File: src/rtl/computational_unit_param.sv
// Parametrised 4-bit-CPU datapath: register file, data_bus source mux, ALU, sequential multiplier.
// Optional build macro CU_SAT_EN: add saturates to all-ones and sub clamps to zero.
module computational_unit_param #(
  parameter int unsigned DW = 4
) (
  input  logic          clk,
  input  logic          sync_reset,
  input  logic [3:0]    ir_nibble,
  input  logic [3:0]    source_sel,
  input  logic [8:0]    reg_en,
  input  logic          x_sel,
  input  logic          y_sel,
  input  logic          i_sel,
  input  logic [DW-1:0] dm,
  input  logic [DW-1:0] i_pins,
  output logic [DW-1:0] data_bus,
  output logic [DW-1:0] x0,
  output logic [DW-1:0] x1,
  output logic [DW-1:0] y0,
  output logic [DW-1:0] y1,
  output logic [DW-1:0] m,
  output logic [DW-1:0] i,
  output logic [DW-1:0] r,
  output logic [DW-1:0] o_reg,
  output logic          r_eq_0,
  output logic          r_carry,
  output logic          busy
);

  localparam int unsigned CW = $clog2(DW);

  typedef enum logic [0:0] {StIdle, StMul} state_e;

  state_e          state_q, state_d;
  logic [2*DW-1:0] acc_q, acc_d, mcand_q, mcand_d, acc_step;
  logic [DW-1:0]   mplier_q, mplier_d;
  logic [CW-1:0]   cnt_q, cnt_d;
  logic            hi_q, hi_d;
  logic [DW-1:0]   r_d, x_op, y_op, alu_res;
  logic            carry_d, eq_d, alu_carry;
  logic [DW:0]     sum, diff;
  logic [2:0]      func;
  logic            noop, is_mul;
  logic            unused_reg_en7;

  assign unused_reg_en7 = reg_en[7];
  assign func   = ir_nibble[2:0];
  assign noop   = ir_nibble[3] && (func == 3'b000 || func == 3'b111);
  assign is_mul = (func == 3'b011) || (func == 3'b100);
  assign busy   = (state_q == StMul);
  assign x_op   = x_sel ? x1 : x0;
  assign y_op   = y_sel ? y1 : y0;
  assign sum    = {1'b0, x_op} + {1'b0, y_op};
  assign diff   = {1'b0, x_op} - {1'b0, y_op};

  always_comb begin
    data_bus = '0;
    case (source_sel)
      4'd0: data_bus = x0;
      4'd1: data_bus = x1;
      4'd2: data_bus = y0;
      4'd3: data_bus = y1;
      4'd4: data_bus = r;
      4'd5: data_bus = m;
      4'd6: data_bus = i;
      4'd7: data_bus = dm;
      4'd8: data_bus = DW'(ir_nibble);
      4'd9: data_bus = i_pins;
      default: data_bus = '0;
    endcase
  end

  always_comb begin
    alu_res   = '0;
    alu_carry = 1'b0;
    case (func)
      3'b000: alu_res = '0 - x_op;
      3'b001: begin
        alu_res   = diff[DW-1:0];
        alu_carry = diff[DW];
`ifdef CU_SAT_EN
        if (diff[DW]) alu_res = '0;
`endif
      end
      3'b010: begin
        alu_res   = sum[DW-1:0];
        alu_carry = sum[DW];
`ifdef CU_SAT_EN
        if (sum[DW]) alu_res = '1;
`endif
      end
      3'b101: alu_res = x_op ^ y_op;
      3'b110: alu_res = x_op & y_op;
      3'b111: alu_res = ~x_op;
      default: alu_res = '0;
    endcase
  end

  assign acc_step = acc_q + (mplier_q[0] ? mcand_q : '0);

  always_comb begin
    state_d  = state_q;
    acc_d    = acc_q;
    mcand_d  = mcand_q;
    mplier_d = mplier_q;
    cnt_d    = cnt_q;
    hi_d     = hi_q;
    r_d      = r;
    carry_d  = r_carry;
    eq_d     = r_eq_0;
    unique case (state_q)
      StIdle: begin
        if (reg_en[4] && !noop) begin
          if (is_mul) begin
            state_d  = StMul;
            acc_d    = '0;
            mcand_d  = {{DW{1'b0}}, x_op};
            mplier_d = y_op;
            cnt_d    = '0;
            hi_d     = (func == 3'b011);
          end else begin
            r_d     = alu_res;
            carry_d = alu_carry;
            eq_d    = (alu_res == '0);
          end
        end
      end
      StMul: begin
        // One shift-add step per edge; the final step writes r straight from the new sum.
        acc_d    = acc_step;
        mcand_d  = mcand_q << 1;
        mplier_d = mplier_q >> 1;
        cnt_d    = cnt_q + CW'(1);
        if (cnt_q == CW'(DW - 1)) begin
          state_d = StIdle;
          r_d     = hi_q ? acc_step[2*DW-1:DW] : acc_step[DW-1:0];
          carry_d = 1'b0;
          eq_d    = (r_d == '0);
        end
      end
      default: state_d = StIdle;
    endcase
  end

  always_ff @(posedge clk) begin
    if (sync_reset) begin
      state_q  <= StIdle;
      acc_q    <= '0;
      mcand_q  <= '0;
      mplier_q <= '0;
      cnt_q    <= '0;
      hi_q     <= 1'b0;
      x0       <= '0;
      x1       <= '0;
      y0       <= '0;
      y1       <= '0;
      m        <= '0;
      i        <= '0;
      r        <= '0;
      o_reg    <= '0;
      r_eq_0   <= 1'b1;
      r_carry  <= 1'b0;
    end else begin
      state_q  <= state_d;
      acc_q    <= acc_d;
      mcand_q  <= mcand_d;
      mplier_q <= mplier_d;
      cnt_q    <= cnt_d;
      hi_q     <= hi_d;
      r        <= r_d;
      r_eq_0   <= eq_d;
      r_carry  <= carry_d;
      if (reg_en[0]) x0 <= data_bus;
      if (reg_en[1]) x1 <= data_bus;
      if (reg_en[2]) y0 <= data_bus;
      if (reg_en[3]) y1 <= data_bus;
      if (reg_en[5]) m <= data_bus;
      if (reg_en[6]) i <= i_sel ? i + m : data_bus;
      if (reg_en[8]) o_reg <= data_bus;
    end
  end

endmodule

File: config.mk
export PLATFORM = sky130hd
export DESIGN_NAME = computational_unit_param
export DESIGN_NICKNAME = d
export VERILOG_FILES = /design/src/rtl/computational_unit_param.sv
export SDC_FILE = /design/constraint.sdc
export NUM_CORES = 1
export LEC_CHECK = 0
export CAP_MARGIN = 15
export CORE_MARGIN = 4
export CORE_UTILIZATION = 37
export DETAILED_ROUTE_END_ITERATION = 10
export PLACE_DENSITY = 0.62
export SYNTH_ARGS = -nofsm -noshare
export SYNTH_HDL_FRONTEND = slang
export SYNTH_SLANG_ARGS = --single-unit
File: constraint.sdc
create_clock -name clk -period 6.8 [get_ports clk]
set_input_delay 0.68 -clock clk [delete_from_list [all_inputs] [get_ports clk]]
set_output_delay 0.68 -clock clk [all_outputs]
set_load 0.05 [all_outputs]
======== Word-level counts from Yosys, hierarchy flattened ========
Index checks and enable logic that the tools add are counted.
W data, S select, Z words.
word-level totals
  input bits .............................. 30
  flip-flop bits (word level) ............. 58
  output and inout port bits .............. 39
  logic and storage cells ................. 95
cells by class
  mux-type cells .......................... 36
  reductions and logical operators ........ 12
  add/sub/neg operators ................... 6
  equality and inequality tests ........... 21
  bitwise gates (word level) .............. 4
operators with widths
  cell                  number
  $mux W8               5
  $pmux W4 S10          1
  $mux W4               9
  $pmux W8 S2           2
  $pmux W4 S6           1
  $eq A4 B3 Y1 const B  4
  $pmux W4 S2           2
  $eq A3 B3 Y1 const B  4
  $logic_not A4 Y1      3
  $mux W1               9
  $add A8 B8 Y8         1
  $eq A4 B2 Y1 const B  2
  $eq A4 B4 Y1 const B  2
  $pmux W1 S2           4
  $eq A3 B2 Y1 const B  2
  $ne A2 B2 Y1 const B  3
  $reduce_and A3 Y1     2
  $add A4 B4 Y5         1
  $sub A4 B4 Y5         1
  $add A4 B4 Y4         1
  $and A4 B4 Y4         1
  $eq A4 B1 Y1 const B  1
  $mux W2               2
  $not A4 Y4            1
  13 further kinds      15

======== Logic depth before layout (Yosys ltp) ========
  depth after elaboration ................. 7
  depth in mapped cells ................... 12

======== Worst setup path after synthesis ========
No wires, ideal clock.
  path type ............................... input-to-reg
  start point ............................. input port x_sel
  end point ............................... register r_eq_0
  required time ........................... 6.675 ns
  setup slack ............................. 4.011 ns
  path buffers ............................ 1
  setup time .............................. 0.125 ns
  stages on the path ...................... 10
  arrival time ............................ 2.664 ns
  cell sequence ........................... buf_6 > mux2_2 > inv_1 > fa_1 > mux2_2 > o221ai_1 > nand2_1 > nand4_1 > nor4b_2 > o41a_1
on the way
  cells in the longest elaborated chain, start to end .. 7
  elaborated cells between the ends (all ways) .. 12
ends and longest elaborated chain
  element                                      line  RTL
  start: declaration                           11    input logic x_sel,
  $mux W4 (*)                                  51    assign x_op = x_sel ? x1 : x0;
  $add A4 B4 Y5, or another cell as far along  53    assign sum = {1'b0, x_op} + {1'b0, y_op};
  $pmux W4 S6 (*)                              76    case (func)
  $logic_not A4 Y1 (*)                         124   eq_d = (alu_res == '0);
  $mux W1 (*)                                  114   if (is_mul) begin
  $mux W1 (*)                                  113   if (reg_en[4] && !noop) begin
  $pmux W1 S2 (*)                              111   unique case (state_q)
  end signal: assignment                       171   r_eq_0 <= eq_d;
  end: declaration                             25    output logic r_eq_0,
Every way passes the cells marked *; elsewhere a longest branch is shown, timed or not. The select of a mux whose other input is x is not followed.
A chain may end at the register's enable or synchronous reset.

======== Worst setup path after layout ========
  start point ............................. input port source_sel[2]
  end point ............................... output port data_bus[0]
on the way
  cells in the longest elaborated chain, start to end .. 2
  elaborated cells between the ends (all ways) .. 11
ends and longest elaborated chain
  element                                     line  RTL
  start: declaration                          9     input logic [3:0] source_sel,
  $eq A4 B4 Y1, or another cell as far along  58    case (source_sel)
  $pmux W4 S10 (*)                            58
  end: declaration                            16    output logic [DW-1:0] data_bus,
Every way passes the cells marked *; elsewhere a longest branch is shown, timed or not.

==> metrics.md <==
| Metric | Value |
|---|---|
| Antenna cells | 0 |
| Vias per std cell | 5.49 |
| Global-route wire length before repair | 17,000 um |
| Number of cells traversed by the worst register-to-register path | 11 |
| HPWL after detailed placement | 7810 um |
| Period utilisation layout | 61.3% |
| Proportion of register bits with asynchronous set or reset after synthesis | 0% |
| Clock net sink count | 58 |
| CTS tree | yes |
| Remaining global-route overflow | 0 |
| Share of the yosys chip area belonging to registers | 30.0% |
| Result of the run | complete, no violations |
| Nets in the synthesized netlist | 504 |
| Wirelength per Cell | 16.7 um |
| Total count of max-transition violations in the final report | 0 |
| Relative slew slack | 26.9% |
| Initial Util | 37.8% |
| Class of the tightest hold or removal check | flop to flop |
| Required time at the endpoint of the critical path | 6120 ps |
| Final hold viol count | 0 |
| Number of instances in the synthesized netlist | 450 |
| Max rail drop VDD | 101 uV |
| TritonCTS Buffers | 9 |
| Tot GR Track Use | 17.9% |
| Ys Warns | 0 |
| Number of levels the H-tree was split into | 3 |
| Antenna violations before repair | 0 |
| Skew-Pair Late Insertion Delay | 340 ps |
| Cell depth of the worst min-delay path | 2 |
| Total of buffers placed on input and output ports | 67 |
| Detailed Route Iter0 Violations | 197 |
| Area fraction in compound gates after synthesis | 25.1% |
| Area of the core | 10,200 um^2 |
| Gates resized, CTS repair | 0 |
| Row cnt | 37 |
| Main flop type after synthesis | sky130_fd_sc_hd__dfxtp_1 |
| Number of enable-type register cells in the synthesized netlist | 0 |
| Combinational family with the most area after synthesis | compound AO/OA/AOI/OAI gates |
| Clock tree buffer depth | 2 |
| Leakage power total | 1.82 nW |
| Pin count of the biggest net entering global routing | 60 |
| Fraction of post-synthesis cell area in the top cell type by area | 30.0% |
| Kind of start point of the critical path | input pin |
| Commonest cells in the netlist | sky130_fd_sc_hd__nor2_1 (60), sky130_fd_sc_hd__dfxtp_1 (58), sky130_fd_sc_hd__a21oi_1 (25) |
| Worst path arrival time | 3490 ps |
| Final net count | 549 |
| Biggest area consumer among synthesized cells | sky130_fd_sc_hd__dfxtp_1 |
| Delay of the slowest cell on the worst path | 790 ps |
| Distinct cells, synth | 65 |
| Final WL | 10,600 um |
| Post-CTS clock slew at the launch and capture registers of the worst setup and hold paths | 70 ps |
| Total power density per cell area | 201 nW/um^2 |
| Biggest fanout along the worst timing path | 19 |
| Hold bufs inserted after CTS | 0 |
| Multiplexer share of the synthesized area | 8.25% |
| Antenna-violating nets left | 0 |
| Residual DRC count | 0 |
| I/O pins | 69 |
| Die Footprint | 12,200 um^2 |
| Final GP Congestion | 0.867 |
| Area share of fa/ha/maj cells after synthesis | 8.54% |
| Simple-gate share of the synthesized area | 18.6% |
| Mean cell area of the mapped netlist | 8.59 um^2 |
| Crit path kind | input pin to primary output |
| Total vias in the final route | 3,479 |
| Total of flip-flops plus latches after synthesis | 58 |
| CTS root buffer | sky130_fd_sc_hd__clkbuf_8 |
| Post-synthesis to final-layout area growth | 22.0% |
| RSZ-0062 raised after global routing | false |
| Slew at the pin with the worst max-slew slack | 1100 ps |
| Slowest CP cell | sky130_fd_sc_hd__clkdlybuf4s50_1 |
| List of cells traversed by the critical path | clkdlybuf4s50_1 > nor2_1 > a21oi_1 > a31o_2 > a21oi_1 > nor3_2 > buf_4 > inv_1 > clkdlybuf4s50_1 |
| Post-CTS setup repair buffer count | 0 |
| Utilization after layout | 46.1% |
| Dominant cells by area after synthesis | sky130_fd_sc_hd__dfxtp_1 (30%), sky130_fd_sc_hd__ha_1 (6.5%), sky130_fd_sc_hd__nor2_1 (5.8%), sky130_fd_sc_hd__mux2_2 (4.1%), sky130_fd_sc_hd__a211oi_1 (3.9%) |
| Number of max-capacitance violations reported | 0 |
| Largest registers | acc_q (8), mcand_q (8) |
| Kind of end point of the critical path | primary output |
| Final Total Pwr | 947 uW |
| Vias in the first global route | 3,338 |
| Most common cell in the synthesized netlist | sky130_fd_sc_hd__nor2_1 |
| Netlist area before placement | 3870 um^2 |
| Final-report setup violation count | 0 |
| Final setup skew | 9.30 ps |
| Final critical path time including I/O delays and setup | 4170 ps |
| Number of iterations in the first detailed-routing pass | 4 |
| Setup TNS | 0 ps |
| Chip Width | 110 um |
| Maximum frequency from static timing analysis | 0.240 GHz |
| Vertical die dimension | 110 um |
| Layout cell share with drive strength beyond 1 | 9.44% |
| Xor/xnor share of the synthesized area | 2.72% |
## metrics by stage
step	setup slack [ps]	std cells	area (um^2)	hold WS, ps
final	2630	634	4720	487
after global routing	2470	634	4720	503
after CTS	2620	634	4720	491
after detailed placement	2650	620	4530	482
after global placement	2690	620	4530	474
after floorplan	4010	450	3870	461
## layer usage
| layer | vias to the layer above | global-route usage (%) | share of wire [%] |
|---|---|---|---|
| met5 | - | 0 | 0 |
| met4 | 0 | 6.33 | 2.3 |
| met3 | 21 | 3.79 | 5.6 |
| met2 | 91 | 30.0 | 48 |
| met1 | 1653 | 22.8 | 44 |
| li1 | 1714 | - | - |
## final cells by class
cell class	instances	area [um^2]
Tap cell	136	170
Clock buffer	11	151
Inverter	19	71.3
Fill cell	1013	5510
Sequential cell	58	1160
Timing Repair Buffer	69	681
Clock inverter	3	40.0
Multi-Input combinational cell	338	2440
## worst paths after layout
path,start,to,slack [ps]
setup / recovery,source_sel[2],data_bus[0],2630
hold / removal,r[1],r[1],490
setup reg to reg,x0[0],r_eq_0,4060
hold reg to reg,r[1],r[1],490
## layout by cell type (no fill, tap or decap), types with 10 or more instances in the layout
master,count
sky130_fd_sc_hd__a211oi_1,20
sky130_fd_sc_hd__a21oi_1,25
sky130_fd_sc_hd__a22oi_1,17
sky130_fd_sc_hd__and2_1,10
sky130_fd_sc_hd__clkbuf_8,11
sky130_fd_sc_hd__clkdlybuf4s50_1,66
sky130_fd_sc_hd__dfxtp_1,58
sky130_fd_sc_hd__ha_1,20
sky130_fd_sc_hd__inv_1,19
sky130_fd_sc_hd__mux2_2,14
sky130_fd_sc_hd__mux2i_1,15
sky130_fd_sc_hd__nand2_1,19
sky130_fd_sc_hd__nand2b_1,10
sky130_fd_sc_hd__nor2_1,60
sky130_fd_sc_hd__nor2b_1,12
sky130_fd_sc_hd__o21ai_0,14
## cell families after synthesis
kind of cell	count (synthesis)
AOI/OAI and AO/OA	131
xor gates and xnor gates	12
adders and majority gates	24
buffers and inverters	54
DFF	58
muxes	30
and+or+nand+nor	141
## power breakdown
| group | total (mW) | switching [mW] | internal [mW] |
|---|---|---|---|
| combinational | 0.253 | 0.155 | 0.0982 |
| clock | 0.319 | 0.135 | 0.184 |
| sequential | 0.374 | 0.0185 | 0.356 |
| total | 0.947 | 0.309 | 0.638 |
## critical path, delay by kind of cell
kind	cells	cell delay [ps]
AO/OA/AOI/OAI	3	580
buffers and inverters	4	1790
AND/OR/NAND/NOR	2	420
Power figures use the tool's default switching activity.
